<file path="config.mk">
export PLATFORM = sky130hd
export DESIGN_NAME = aurora_link_sequencer
export DESIGN_NICKNAME = d
export VERILOG_FILES = /design/src/rtl/aurora_seq_pkg.sv /design/src/rtl/aurora_lat_meter.sv /design/src/rtl/aurora_link_sequencer.sv
export SDC_FILE = /design/constraint.sdc
export NUM_CORES = 1
export LEC_CHECK = 0
export CORE_MARGIN = 2
export CORE_UTILIZATION = 56
export DETAILED_ROUTE_END_ITERATION = 8
export DONT_BUFFER_PORTS = 1
export PLACE_DENSITY = 0.73
export RECOVER_POWER = 100
export SETUP_SLACK_MARGIN = 0.15
export SLEW_MARGIN = 20
export SYNTH_ARGS = -nofsm -noshare
export SYNTH_HDL_FRONTEND = slang
export SYNTH_SLANG_ARGS = --single-unit
</file>
<file path="constraint.sdc">
create_clock -name init_clk -period 2.05 [get_ports init_clk]
set_input_delay 0.1025 -clock init_clk [delete_from_list [all_inputs] [get_ports init_clk]]
set_output_delay 0.1025 -clock init_clk [all_outputs]
set_load 0.05 [all_outputs]
</file>
<file path="src/rtl/aurora_seq_pkg.sv">
// Shared encodings for the Aurora link bring-up sequencer and its latency meter.
package aurora_seq_pkg;

  typedef enum logic [2:0] {
    ST_PMA  = 3'd0,
    ST_RST  = 3'd1,
    ST_WUP  = 3'd2,
    ST_RUN  = 3'd3,
    ST_FAIL = 3'd4
  } seq_state_t;

  localparam int LAT_W = 32;

endpackage

</file>
<file path="src/rtl/aurora_lat_meter.sv">
// Link latency meter: armed on RUN entry, counts cycles from the first start rising
// edge to the first stop rising edge, saturating at all-ones.
module aurora_lat_meter
  import aurora_seq_pkg::*;
(
  input  logic             clk,
  input  logic             reset,
  input  logic             arm,
  input  logic             en,
  input  logic             start_in,
  input  logic             stop_in,
  output logic             lat_valid,
  output logic [LAT_W-1:0] lat_cycles
);

  logic             start_d, stop_d, armed, running;
  logic             start_rise, stop_rise;
  logic [LAT_W-1:0] cnt;

  function automatic logic [LAT_W-1:0] sat_inc(input logic [LAT_W-1:0] v);
    return (&v) ? v : v + LAT_W'(1);
  endfunction

  assign start_rise = start_in & ~start_d;
  assign stop_rise  = stop_in & ~stop_d;

  always_ff @(posedge clk) begin
    if (reset) begin
      start_d    <= 1'b0;
      stop_d     <= 1'b0;
      armed      <= 1'b0;
      running    <= 1'b0;
      cnt        <= '0;
      lat_valid  <= 1'b0;
      lat_cycles <= '0;
    end else begin
      start_d <= start_in;
      stop_d  <= stop_in;
      if (arm) begin
        armed      <= 1'b1;
        running    <= 1'b0;
        cnt        <= '0;
        lat_valid  <= 1'b0;
        lat_cycles <= '0;
      end else if (!en) begin
        // Link left RUN: any half-finished measurement is dropped, a finished one is kept.
        armed   <= 1'b0;
        running <= 1'b0;
      end else if (running) begin
        if (stop_rise) begin
          lat_valid  <= 1'b1;
          lat_cycles <= cnt;
          running    <= 1'b0;
          armed      <= 1'b0;
        end else begin
          cnt <= sat_inc(cnt);
        end
      end else if (armed && start_rise) begin
        if (stop_rise) begin
          lat_valid  <= 1'b1;
          lat_cycles <= '0;
          armed      <= 1'b0;
        end else begin
          running <= 1'b1;
          cnt     <= LAT_W'(1);
        end
      end
    end
  end

endmodule

</file>
<file path="src/rtl/aurora_link_sequencer.sv">
// Two-core Aurora bring-up sequencer: PMA_INIT/RESET timing, channel-up wait, retries, FAIL.
// Optional latency measurement is compiled in with `define AURORA_SEQ_LATENCY_EN.
module aurora_link_sequencer
  import aurora_seq_pkg::*;
#(
  parameter int PMA_CYCLES  = 160,
  parameter int RST_CYCLES  = 40,
  parameter int WUP_TIMEOUT = 65535,
  parameter int MAX_RETRY   = 3
) (
  input  logic             init_clk,
  input  logic             reset,
  input  logic             restart,
  input  logic             channel_up_0,
  input  logic             channel_up_1,
  input  logic             tx_tvalid_0,
  input  logic             rx_tvalid_1,
  output logic             pma_init,
  output logic             exdes_reset,
  output logic [2:0]       state,
  output logic             link_ok,
  output logic             link_fail,
  output logic [3:0]       retry_cnt,
  output logic             lat_valid,
  output logic [LAT_W-1:0] lat_cycles
);

  localparam int MAX_PH = (PMA_CYCLES > RST_CYCLES)
                          ? ((PMA_CYCLES > WUP_TIMEOUT) ? PMA_CYCLES : WUP_TIMEOUT)
                          : ((RST_CYCLES > WUP_TIMEOUT) ? RST_CYCLES : WUP_TIMEOUT);
  localparam int CNT_W = $clog2(MAX_PH + 1);

  localparam logic [CNT_W-1:0] PMA_LAST  = CNT_W'(PMA_CYCLES - 1);
  localparam logic [CNT_W-1:0] RST_LAST  = CNT_W'(RST_CYCLES - 1);
  localparam logic [CNT_W-1:0] WUP_LAST  = CNT_W'(WUP_TIMEOUT - 1);
  localparam logic [3:0]       RETRY_LIM = 4'(MAX_RETRY);

  seq_state_t       st, nxt;
  logic [CNT_W-1:0] ph_cnt;
  logic [3:0]       retry_nxt;
  logic             both_up, fail_attempt;

  assign both_up = channel_up_0 & channel_up_1;
  assign state   = st;

  always_comb begin
    nxt          = st;
    retry_nxt    = retry_cnt;
    fail_attempt = 1'b0;
    case (st)
      ST_PMA:  if (ph_cnt == PMA_LAST) nxt = ST_RST;
      ST_RST:  if (ph_cnt == RST_LAST) nxt = ST_WUP;
      ST_WUP: begin
        if (both_up)                 nxt = ST_RUN;
        else if (ph_cnt == WUP_LAST) fail_attempt = 1'b1;
      end
      ST_RUN: begin
        // Restart takes precedence over a channel drop in the same cycle.
        if (restart) begin
          nxt       = ST_PMA;
          retry_nxt = '0;
        end else if (!both_up) begin
          fail_attempt = 1'b1;
        end
      end
      ST_FAIL: begin
        if (restart) begin
          nxt       = ST_PMA;
          retry_nxt = '0;
        end
      end
      default: nxt = ST_PMA;
    endcase
    if (fail_attempt) begin
      retry_nxt = retry_cnt + 4'd1;
      nxt       = (retry_nxt == RETRY_LIM) ? ST_FAIL : ST_PMA;
    end
  end

  always_ff @(posedge init_clk) begin
    if (reset) begin
      st          <= ST_PMA;
      ph_cnt      <= '0;
      retry_cnt   <= '0;
      pma_init    <= 1'b1;
      exdes_reset <= 1'b1;
      link_ok     <= 1'b0;
      link_fail   <= 1'b0;
    end else begin
      st        <= nxt;
      retry_cnt <= retry_nxt;
      // Phase counter restarts on every state entry and only runs in the timed states.
      if (nxt != st)
        ph_cnt <= '0;
      else if (st == ST_PMA || st == ST_RST || st == ST_WUP)
        ph_cnt <= ph_cnt + CNT_W'(1);
      pma_init    <= (nxt == ST_PMA);
      exdes_reset <= (nxt inside {ST_PMA, ST_RST, ST_FAIL});
      link_ok     <= (nxt == ST_RUN);
      link_fail   <= (nxt == ST_FAIL);
    end
  end

`ifdef AURORA_SEQ_LATENCY_EN
  logic lat_arm, lat_en;

  assign lat_arm = (nxt == ST_RUN) && (st != ST_RUN);
  assign lat_en  = (st == ST_RUN);

  aurora_lat_meter u_lat_meter (
    .clk       (init_clk),
    .reset     (reset),
    .arm       (lat_arm),
    .en        (lat_en),
    .start_in  (tx_tvalid_0),
    .stop_in   (rx_tvalid_1),
    .lat_valid (lat_valid),
    .lat_cycles(lat_cycles)
  );
`else
  logic unused_tvalid;

  assign unused_tvalid = tx_tvalid_0 ^ rx_tvalid_1;
  assign lat_valid     = 1'b0;
  assign lat_cycles    = '0;
`endif

endmodule
</file>
=== Word-level counts from Yosys, hierarchy flattened ===
Index checks and enable logic that the tools add are counted.

* Output and inout bits: 44
* Bits in latches: 0
* Register bits: 27
* RAM bits: 0
* Memory bits (read-only): 0
* Logic and storage cells: 47
* Memories: 0

* Div/mod/pow operators: 0
* Mux-type cells: 15
* Equality and inequality tests: 12
* Shift-type cells: 0
* Bitwise logic cells: 1
* Multiply operators: 0
* Add/subtract/negate cells: 2
* Reduce and logical (&&, ||, !) cells: 10
* Order comparisons: 0

{| class="wikitable"
|+ Operator list
! operator !! number
|-
| 2-to-1 mux 3 bit || 6
|-
| adder 16 x 1 -> 16 bit (second input constant) || 1
|-
| equality test 16 bit (second input constant) || 1
|-
| equality test 16 x 6 -> 1 bit (second input constant) || 1
|-
| equality test 16 x 8 -> 1 bit (second input constant) || 1
|-
| 2-to-1 mux 4 bit || 3
|-
| case mux 3 bit (4 select lines) || 1
|-
| equality test 3 x 2 -> 1 bit (second input constant) || 3
|-
| equality test 3 x 1 -> 1 bit (second input constant) || 2
|-
| equality test 3 bit (second input constant) || 2
|-
| logical NOT 3 bit || 2
|-
| adder 4 x 1 -> 4 bit (second input constant) || 1
|-
| equality test 4 x 2 -> 1 bit (second input constant) || 1
|-
| 2-to-1 mux 1 bit || 4
|-
| nonzero test 2 bit || 2
|-
| OR reduction 2 bit || 2
|-
| != test 3 bit || 1
|-
| nonzero test 3 bit || 1
|-
| logical OR 1 bit || 2
|-
| case mux 1 bit (2 select lines) || 1
|-
| AND reduction 2 bit || 1
|-
| AND 1 bit || 1
|}

=== Depth between registers and ports, before layout ===
Gate-level depths: netlist of run 1.

* Depth in word-level cells: 7
* Gate-level depth with buffers: 8

=== Worst setup path after synthesis of run 1 ===
No wires, ideal clock.

* Path type: register to register
* Start: reg st[1], in the netlist state[1]
* End: reg ph_cnt[10]
* Buffers on the path: 2
* Stages on the path, launching flop included: 8
* Slack: -0.436 ns
* Arrival: 2.367 ns
* Path through: dfxtp_1 > clkbuf_1 > nand2b_1 > a2111oi_2 > a21oi_1 > a31oi_1 > buf_2 > nor3_1

* Cells in the longest elaborated chain, start to end: 6

{| class="wikitable"
|+ Ends and longest elaborated chain
! what !! RTL line !! text
|-
| start, declared || aurora_link_sequencer.sv:38 || <nowiki>seq_state_t st, nxt;</nowiki>
|-
| start signal, assigned || aurora_link_sequencer.sv:90 || <nowiki>st <= nxt;</nowiki>
|-
| equality test 3 bit or equality test 3 x 2 -> 1 bit (tied branches) || aurora_link_sequencer.sv:50 || <nowiki>case (st)</nowiki>
|-
| OR reduction 2 bit (no line) || -- ||
|-
| case mux 3 bit (4 select lines) || aurora_link_sequencer.sv:50 ||
|-
| 2-to-1 mux 3 bit || aurora_link_sequencer.sv:74 || <nowiki>if (fail_attempt) begin</nowiki>
|-
| != test 3 bit || aurora_link_sequencer.sv:93 || <nowiki>if (nxt != st)</nowiki>
|-
| OR reduction 2 bit (no line) || -- ||
|-
| end signal, assigned || aurora_link_sequencer.sv:96 || <nowiki>ph_cnt <= ph_cnt + CNT_W'(1);</nowiki>
|-
| end, declared || aurora_link_sequencer.sv:39 || <nowiki>logic [CNT_W-1:0] ph_cnt;</nowiki>
|}

Parallel ways exist; a longest one is shown, timed or not.
A chain may end at the register's enable or synchronous reset.

=== Worst setup path in the final report of run 1 ===
* Start: reg ph_cnt[4]
* End: reg ph_cnt[9]

* Cells in the longest elaborated chain, start to end: 7

{| class="wikitable"
|+ Ends and longest elaborated chain
! what !! RTL line !! text
|-
| equality test 16 bit || aurora_link_sequencer.sv:55 || <nowiki>else if (ph_cnt == WUP_LAST) fail_attempt = 1'b1;</nowiki>
|-
| 2-to-1 mux 1 bit || aurora_link_sequencer.sv:55 ||
|-
| 2-to-1 mux 1 bit || aurora_link_sequencer.sv:54 || <nowiki>if (both_up) nxt = ST_RUN;</nowiki>
|-
| case mux 1 bit (2 select lines) || aurora_link_sequencer.sv:50 ||
|-
| 2-to-1 mux 3 bit || aurora_link_sequencer.sv:74 ||
|-
| != test 3 bit || aurora_link_sequencer.sv:93 ||
|-
| OR reduction 2 bit (no line) || -- ||
|}

Parallel ways exist; a longest one is shown, timed or not.

==> flow_summary.ini, run 1 <==
[run_status]
status = finished with violations
violations = setup timing

[yosys]
synthAdderAreaFrac_pct = 2.92
synth_top_family_by_area = simple AND/OR/NAND/NOR gates
synth-seq-cells = 27
syn_area_per_cell_um2 = 8.63
ys_seq_area_share_pct = 31.5
yosys.cell_types.count = 47
async_flop_share_pct = 0
synth_mux_area_share_pct = 0.583
ys.flop_type = dfxtp_1
syn_inst = 199
synthesis.area_mm2 = 0.00172
synth_xor_xnor_area_share_pct = 7.65
synth_edf_count = 0
synth_compound_area_share_pct = 12.2
yosysWarningCount = 0
yosys.area_share.simple_pct = 27.3

[finish]
final_common_cell = conb_1
layout.nets = 242
n_antenna_cell = 0
final_cell_mix = 33 x conb_1, 25 x buf_4, 22 x dfxtp_1, 21 x nor3_1, 11 x nor2_1
multi_input_area_mm2 = 0.00107
fill_cells = 268
seq_area_um2 = 547
fin_cells = 263
design_area_mm2 = 0.00196
area_growth_pct = 14.2
drive_gt1_share_pct = 22.6
fin_util_pct = 65.8

[sta]
skew_ns = 0.00257
fin_crit_sh_pct = 108
finalSetupViolCount = 18
worst_slew_pin_slew_ns = 0.594
finalHoldViolCount = 0
rsz0062_at_grt = true
clock.fmax_ghz = 0.452
slew_headroom_pct = 60.6
worst_slack_ns = -0.165
slew_violations = 0
finalHoldWorstSlack_ns = 0.131
min_period_ns = 2.21

[detailed_routing]
vias_per_cell = 5.33
drcViolationCount = 0
wl_mm = 3.56
wl_per_cell_um = 13.6
postRouteAntennaNets = 0
drt_iter0_drc = 68
via_count = 1401
drt_first_pass_iters = 4

[clock_tree]
clk_pin_slew_ns = 0.14
cts_tree = built
htreeDepth = 1
cts_sinks = 27
clk_latency_ns = 0.33
clockBufferDepth = 2
cts_buffers = 3
root_buffer = clkbuf_4

[worst_setup_path]
slowest_stage = or4b_4
start_kind = register
cp.required_ns = 2.26
criticalPathCategory = reg2reg
path_cells = or4b_4, o41a_1, a211o_2, a32oi_4, buf_12, nor3_1
critPathMaxStageDelay_ns = 0.53
crit_arrival_ns = 2.43
path_max_fanout = 16
cp-end-kind = register

[power]
p_leak_nw = 0.745
ir_drop_mv = 0.439
powerDensity_mw_per_mm2 = 584

[placement]
dp_slack_ns = -0.167
dpl_cell_area_mm2 = 0.00187
io_buffers = 0
placedCellCount = 253
dpl.hpwl_mm = 2.66
routabilityCongestion = 0.828

[floorplan]
die_w_um = 59.4
initial_core_util_pct = 57.6
num_io_pins = 51
die_y_um = 59.4
coreArea_mm2 = 0.00298
fp-row-count = 20
dieArea_mm2 = 0.00352

[global_route]
grt.busiest_layer = met2
grt_overflow = 0
grt_use_met3_pct = 3.06
grt_pass1_vias = 1334
grt_usage_pct = 21.6
antenna_found_initial = 0
grt_pass1_wl_mm = 5.79
met1_usage_pct = 25.7
use_met2_pct = 39.1
grt_max_degree = 17

[worst_hold_path]
hp-class = in2reg

[job]
max-cap-violations = 0
## cell usage after synthesis (3+ instances only)
cell,number,share of area [%]
nand3b_1,5,2.2
dfxtp_1,27,31
a21oi_1,4,1.2
xor2_1,5,2.6
nand2_1,10,2.2
xnor2_1,10,5.1
nand2b_1,4,1.5
nor2_1,11,2.4
a31oi_1,3,1.1
ha_1,4,2.9
nor3_1,22,6.4
clkbuf_1,4,0.87
nand3_1,9,2.6
inv_1,6,1.3
nand4_1,3,1.1
buf_4,33,14
## state kept, by name (all words and copies together) (netlist names)
signal and flops:
state 3, link_ok 1, retry_cnt 4, pma_init 1, ph_cnt 16, link_fail 1
exdes_reset 1
## routing by layer
metal	share of wire (%)	vias to the layer above
met4	1.3	0
met5	0	-
met2	51	46
met3	5.7	5
met1	42	648
li1	-	702
## kinds of logic after synthesis
logic type,count (synthesis)
buffers and inverters,45
XOR/XNOR,15
flip-flops,27
AO/OA/AOI/OAI,24
adder cells (fa/ha/maj),4
AND/OR/NAND/NOR,82
other,1
multiplexers,1
## final timing paths
path | start | end | slack (ns) | cells after the start
hold reg to reg | retry_cnt[2] | retry_cnt[2] | 0.57 | 2
hold / removal | restart | exdes_reset | 0.13 | 3
setup reg to reg | ph_cnt[4] | ph_cnt[9] | -0.16 | 6
setup / recovery | ph_cnt[4] | ph_cnt[9] | -0.16 | 6
## timing repair
| item | CTS | global route |
|---|---|---|
| hold buffers | 2 | 0 |
| setup buffers | 2 | 2 |
| pin swaps | 3 | 3 |
| gates resized for setup | 5 | 8 |
| hold endpoints to repair | 11 | 0 |
| endpoints found under the setup margin | 22 | 25 |
## worst max-delay path, delay by kind of cell, from the launching register on
kind	cells	cell delay, ns
AOI/OAI and AO/OA	3	0.97
DFF	1	0.35
and+or+nand+nor	2	0.59
buffers and inverters	1	0.17
## through the flow
stage	TNS (ns)	power (mW)
floorplan	-1.26	0.874
global placement	-1.69	0.898
detailed placement	-2.55	0.907
CTS	-2.55	1.15
global route	-3.51	1.21
finish	-2.50	1.15
## power breakdown
part	switching, mW	internal (mW)
sequential	0.0190	0.559
clock	0.161	0.0765
combinational	0.225	0.105
## cell type report
class,count,share of cell area [%]
clock buffer,4,1.34
inverter,6,1.15
multi-input combinational,159,54.8
sequential,27,27.9
tap,33,2.11
timing repair buffer,34,12.8
(Power assumes the default switching activity.)
==> inputs of run 2 (changes only) <==
CORE_UTILIZATION = 62   (was 56)
PLACE_DENSITY = 0.77   (was 0.73)
TNS_END_PERCENT = 100   (was not set)
clock period = 2.28 ns   (was 2.05 ns; I/O delays follow)
==> run 2 against run 1 <==
Against the previous run:
- the run now ends clean
- sequential power fell by 7.8%
- non-clock buffer count is 17 lower
- via count decreased by 0.57%
- utilization up 1.6 points
- count of clock-buffer cells in the layout stayed put
- critical path depth unchanged
- routed wire length shrank 6.5%
- clock skew barely moved
- global-route usage is 0.20 points higher
- power fell by 15%
- largest cell class unchanged
- largest power group unchanged
==> flow_summary.ini, run 2 (synthesis results as in run 1) <==
[finish]
area_growth_pct = 5.47
largest-register = ph_cnt
largest_reg_flops = 16
layout.nets = 225
drive_gt1_share_pct = 15.0
final_cell_mix = 33 x conb_1, 22 x nor3_1, 22 x dfxtp_1, 12 x buf_4, 11 x nor2_1
final_common_cell = conb_1
fill_cells = 226
n_antenna_cell = 0

[detailed_routing]
drt_iter0_drc = 55
via_count = 1393
drt_first_pass_iters = 4
postRouteAntennaNets = 0
wl_per_cell_um = 13.7
wl_mm = 3.33
drcViolationCount = 0
vias_per_cell = 5.71

[worst_setup_path]
cp.required_ns = 2.49
ff2ff_path_depth = 6
criticalPathCategory = reg2reg
start_kind = register
r2r_slack_ns = 0.03
cp-startpoint = ph_cnt[4]
timing.rr.start = ph_cnt[4]
r2r-end = ph_cnt[13]
cp-endpoint = ph_cnt[13]
cp-end-kind = register
crit_arrival_ns = 2.46
path_max_fanout = 16

[floorplan]
die_y_um = 56.6
initial_core_util_pct = 63.9
die_w_um = 56.6
num_io_pins = 51
coreArea_mm2 = 0.00269
dieArea_mm2 = 0.00321
fp-row-count = 19

[power]
p_int_mw = 0.629
clockPowerShare_pct = 21.3
seq_power_share_pct = 54.7
powerDensity_mw_per_mm2 = 539
switching_share_pct = 35.6
fin_total_pwr_mw = 0.976
p_leak_nw = 0.679
ir_drop_mv = 0.552
combinationalPowerShare_pct = 24.1
switching_power_mw = 0.347

[placement]
dpl.hpwl_mm = 2.49
routabilityCongestion = 0.780
io_buffers = 0

[clock_tree]
cts_buffers = 3
clk_pin_slew_ns = 0.14
clockBufferDepth = 2
root_buffer = clkbuf_4
cts_sinks = 27
htreeDepth = 1
clk_latency_ns = 0.32
cts_tree = built

[sta]
finalSetupViolCount = 0
finalHoldWorstSlack_ns = 0.0214
slew_violations = 0
worst_slew_pin_slew_ns = 0.673
skew_ns = 0.00269
rsz0062_at_grt = true
fin_crit_sh_pct = 98.5
min_period_ns = 2.25
clock.fmax_ghz = 0.445
finalHoldViolCount = 0
slew_headroom_pct = 55.1

[global_route]
grt.busiest_layer = met2
grt_usage_pct = 21.8
grt_use_met3_pct = 3.23
grt_pass1_wl_mm = 5.64
grt_pass1_vias = 1271
met1_usage_pct = 26.4
grt_max_degree = 17
grt_overflow = 0
use_met2_pct = 38.0
antenna_found_initial = 0

[run_status]
status = finished clean

[worst_hold_path]
whs_path_depth = 3
hp-class = in2reg

[job]
max-cap-violations = 0
run 2: cell count changes in the layout (fill, tap and decap cells not counted), sizes merged:
cell	change
clkbuf	-4
buf	-13
run 2: final cells by class:
type	count	area [um2]	share of cell area [%]
multi-input combinational	159	1040	57.4
sequential	27	547	30.2
timing repair buffer	17	138	7.60
tap	31	38.8	2.14
clock buffer	4	26.3	1.45
inverter	6	22.5	1.24
run 2: what timing repair did:
item,CTS,global route
setup endpoints to repair,18,18
hold buffers,1,1
endpoints found under the hold margin,8,1
buffers inserted,0,0
gates resized for setup,2,1
cloned,0,0
pin swaps,1,0
run 2: critical path: stages, from the launching register on:
cell     delay [ns]
dfxtp_2        0.36
or4b_4         0.54
o41a_1         0.45
a211o_2        0.30
a32oi_4        0.25
buf_12         0.17
nor3_1         0.06
run 2: power by group through the flow:
stage | Sequential (mW) | Combinational [mW] | Clock (mW)
4_1_cts | 0.532 | 0.231 | 0.211
2_1_floorplan | 0.540 | 0.240 | 0
3_3_place_gp | 0.541 | 0.226 | 0
6_report | 0.533 | 0.235 | 0.208
3_5_place_dp | 0.543 | 0.227 | 0
5_1_grt | 0.537 | 0.253 | 0.230
run 2: through the flow:
stage | setup WS [ns] | utilization, % | cells | setup TNS, ns | area [um2]
after floorplan | 0.101 | - | 231 | 0 | 1880
after global placement | 0.0457 | 65.7 | 238 | 0 | 1770
after detailed placement | 0.00477 | 65.7 | 238 | 0 | 1770
after CTS | 0.00215 | 67.2 | 243 | 0 | 1800
after global routing | -0.0463 | 67.4 | 244 | -0.540 | 1810
final | 0.0334 | 67.4 | 244 | 0 | 1810
run 2: per-layer routing:
metal,wire length (um),up-vias
met3,172,12
met5,0,-
met4,76,0
met2,1680,52
li1,-,672
met1,1410,657
run 2: worst min-delay path by stage:
stage	start	endpoint	slack, ns
final	restart	link_fail	0.02
after global routing	restart	link_fail	0.02
after CTS	reset	link_fail	0.002
after detailed placement	reset	retry_cnt[3]	0.19
after global placement	reset	retry_cnt[3]	0.19
after floorplan	restart	link_fail	0.36
==> inputs of run 3 (changes only) <==
ABC_AREA = 1   (was not set)
CORE_UTILIZATION = 63   (was 62)
PLACE_DENSITY = 0.78   (was 0.77)
==> run 3 against run 2 <==
Against the previous run:
- count of clock-buffer cells in the layout fell by 1
- register-to-register slack improved by 0.32 ns
- highest routed layer unchanged
- largest cell class unchanged
- sequential power fell by 9.6%
- global-route usage fell by 3.0 points
- clock skew rose by 0.0019 ns
- worst setup slack improved by 0.32 ns
==> flow_summary.ini, run 3 <==
[run_status]
status = finished clean

[yosys]
synth.area.top_cells = dfxtp_1 30%, buf_4 14%, nand2_1 7.5%, nor3_2 6.1%, xor2_1 5.3%
yosys.area.top_type_share_pct = 30.0
synth_mux_area_share_pct = 0
synth.most_common_cell = nand2_1
synthesis.area_mm2 = 0.00180
yosysWarningCount = 0
syn_area_per_cell_um2 = 7.81
synth_compound_area_share_pct = 3.81
synth_common_cells = 36 x nand2_1, 33 x buf_4, 27 x dfxtp_1
synth-seq-cells = 27
synth_top_family_by_area = simple AND/OR/NAND/NOR gates
yosys.area_share.simple_pct = 34.3
synth_xor_xnor_area_share_pct = 8.25
syn_inst = 231
ys.flop_type = dfxtp_1
synthAdderAreaFrac_pct = 2.77
async_flop_share_pct = 0
synth_edf_count = 0
ys_seq_area_share_pct = 30.0
yosys.area.top_type = dfxtp_1
yosys.cell_types.count = 27

[sta]
fin_crit_sh_pct = 84.5
slew_headroom_pct = 54.0
finalHoldViolCount = 0
finalSetupViolCount = 0
rsz0062_at_grt = false
worst_slew_pin_slew_ns = 0.690
finalHoldWorstSlack_ns = 0.0421
skew_ns = 0.00462
slew_violations = 0
setup_tns_ns = 0
min_period_ns = 1.93
clock.fmax_ghz = 0.519

[finish]
fin_util_pct = 62.0
layout.nets = 252
largest-register = ph_cnt
final_cell_mix = 40 x nand2_1, 33 x conb_1, 27 x dfxtp_1, 22 x inv_1, 22 x nor2_1
final_common_cell = nand2_1
largest_reg_flops = 16
area_growth_pct = -6.10
n_antenna_cell = 0
fill_cells = 269
drive_gt1_share_pct = 9.58

[detailed_routing]
via_count = 1265
wl_mm = 2.87
drt_iter0_drc = 27
drt_first_pass_iters = 4
vias_per_cell = 4.67
drcViolationCount = 0
postRouteAntennaNets = 0
wl_per_cell_um = 10.6

[worst_hold_path]
hold_path_end = retry_cnt[0]
holdCritStartpoint = restart
hp-class = in2reg
whs_path_depth = 3

[clock_tree]
clockBufferDepth = 2
root_buffer = clkbuf_4
htreeDepth = 1
cts_buffers = 3
cts_setup_buffers = 0
clk_pin_slew_ns = 0.14
cts_sinks = 27
cts_tree = built
clk_latency_ns = 0.32

[global_route]
grt_max_degree = 17
grt_pass1_vias = 1176
grt_use_met3_pct = 6.12
grt_pass1_wl_mm = 4.93
met1_usage_pct = 22.3
grt_overflow = 0
grt.busiest_layer = met2
antenna_found_initial = 0
use_met2_pct = 33.8
grt_usage_pct = 18.9

[worst_setup_path]
ff2ff_path_depth = 11
timing.rr.start = ph_cnt[0]
r2r_slack_ns = 0.35
start_kind = register
cp-end-kind = register
criticalPathCategory = reg2reg
cp.required_ns = 2.52
crit_arrival_ns = 2.17
path_max_fanout = 16
r2r-end = ph_cnt[10]

[floorplan]
die_y_um = 57.5
coreArea_mm2 = 0.00273
fp-row-count = 19
dieArea_mm2 = 0.00331
num_io_pins = 51
die_w_um = 57.5
initial_core_util_pct = 66.0

[power]
powerDensity_mw_per_mm2 = 491
ir_drop_mv = 0.451
p_leak_nw = 0.688

[job]
max-cap-violations = 0

[placement]
routabilityCongestion = 0.778
io_buffers = 0
dpl.hpwl_mm = 2.23
[run 3: worst max path at each step]
stage,slack [ns],cells after the start,end,startpoint
floorplan,0.36,9,ph_cnt[15],state[0]
global placement,0.54,9,ph_cnt[14],ph_cnt[0]
detailed placement,0.51,11,ph_cnt[2],ph_cnt[0]
CTS,0.46,11,ph_cnt[1],ph_cnt[0]
global route,0.12,11,ph_cnt[10],ph_cnt[0]
finish,0.35,11,ph_cnt[10],ph_cnt[0]
[run 3: area by class of cell]
class | instances | area, um2 | share of cell area, %
multi-input combinational | 177 | 951 | 56.1
sequential | 27 | 541 | 31.9
inverter | 23 | 86.3 | 5.10
timing repair buffer | 9 | 50.0 | 2.95
tap | 31 | 38.8 | 2.29
clock buffer | 3 | 22.5 | 1.33
clock inverter | 1 | 5.00 | 0.295
[run 3: critical path, cell delays in order, from the launching register on]
cell	delay (ns)
dfxtp_1	0.41
inv_1	0.06
ha_1	0.20
nand2_1	0.06
nor2_1	0.04
nand2_1	0.10
o21bai_4	0.09
nand2_1	0.19
nand2_1	0.14
nand2_1	0.14
nand3_4	0.21
nor3_1	0.21
[run 3: cell families after synthesis]
| group | Yosys count |
|---|---|
| AO/OA/AOI/OAI | 11 |
| AND/OR/NAND/NOR | 112 |
| buffers and inverters | 59 |
| flip-flops | 27 |
| adder cells (fa/ha/maj) | 4 |
| other | 1 |
| XOR/XNOR | 17 |
[run 3: metal layers]
metal / vias to the layer above / share of wire, %
li1: 681 / -
met1: 552 / 45
met2: 28 / 49
met4: 0 / 1.0
met3: 4 / 5.1
met5: - / 0
[run 3: metrics by stage]
stage	area (um2)	power [mW]	setup WS, ns	cells
floorplan	1920	0.679	0.363	263
finish	1690	0.831	0.354	271
detailed placement	1730	0.635	0.506	265
CTS	1780	0.843	0.460	271
global placement	1730	0.633	0.543	265
global route	1690	0.863	0.121	271
[run 3: what timing repair did]
item,in CTS,in global routing
endpoints found under the hold margin,11,0
hold buffers,2,0
gates resized for setup,0,0
[run 3: power by group]
| group | internal [mW] | leakage (nW) | switching [mW] |
|---|---|---|---|
| clock network | 0.0657 | 0.0177 | 0.137 |
| logic | 0.0116 | 0.452 | 0.134 |
| registers | 0.477 | 0.218 | 0.00562 |
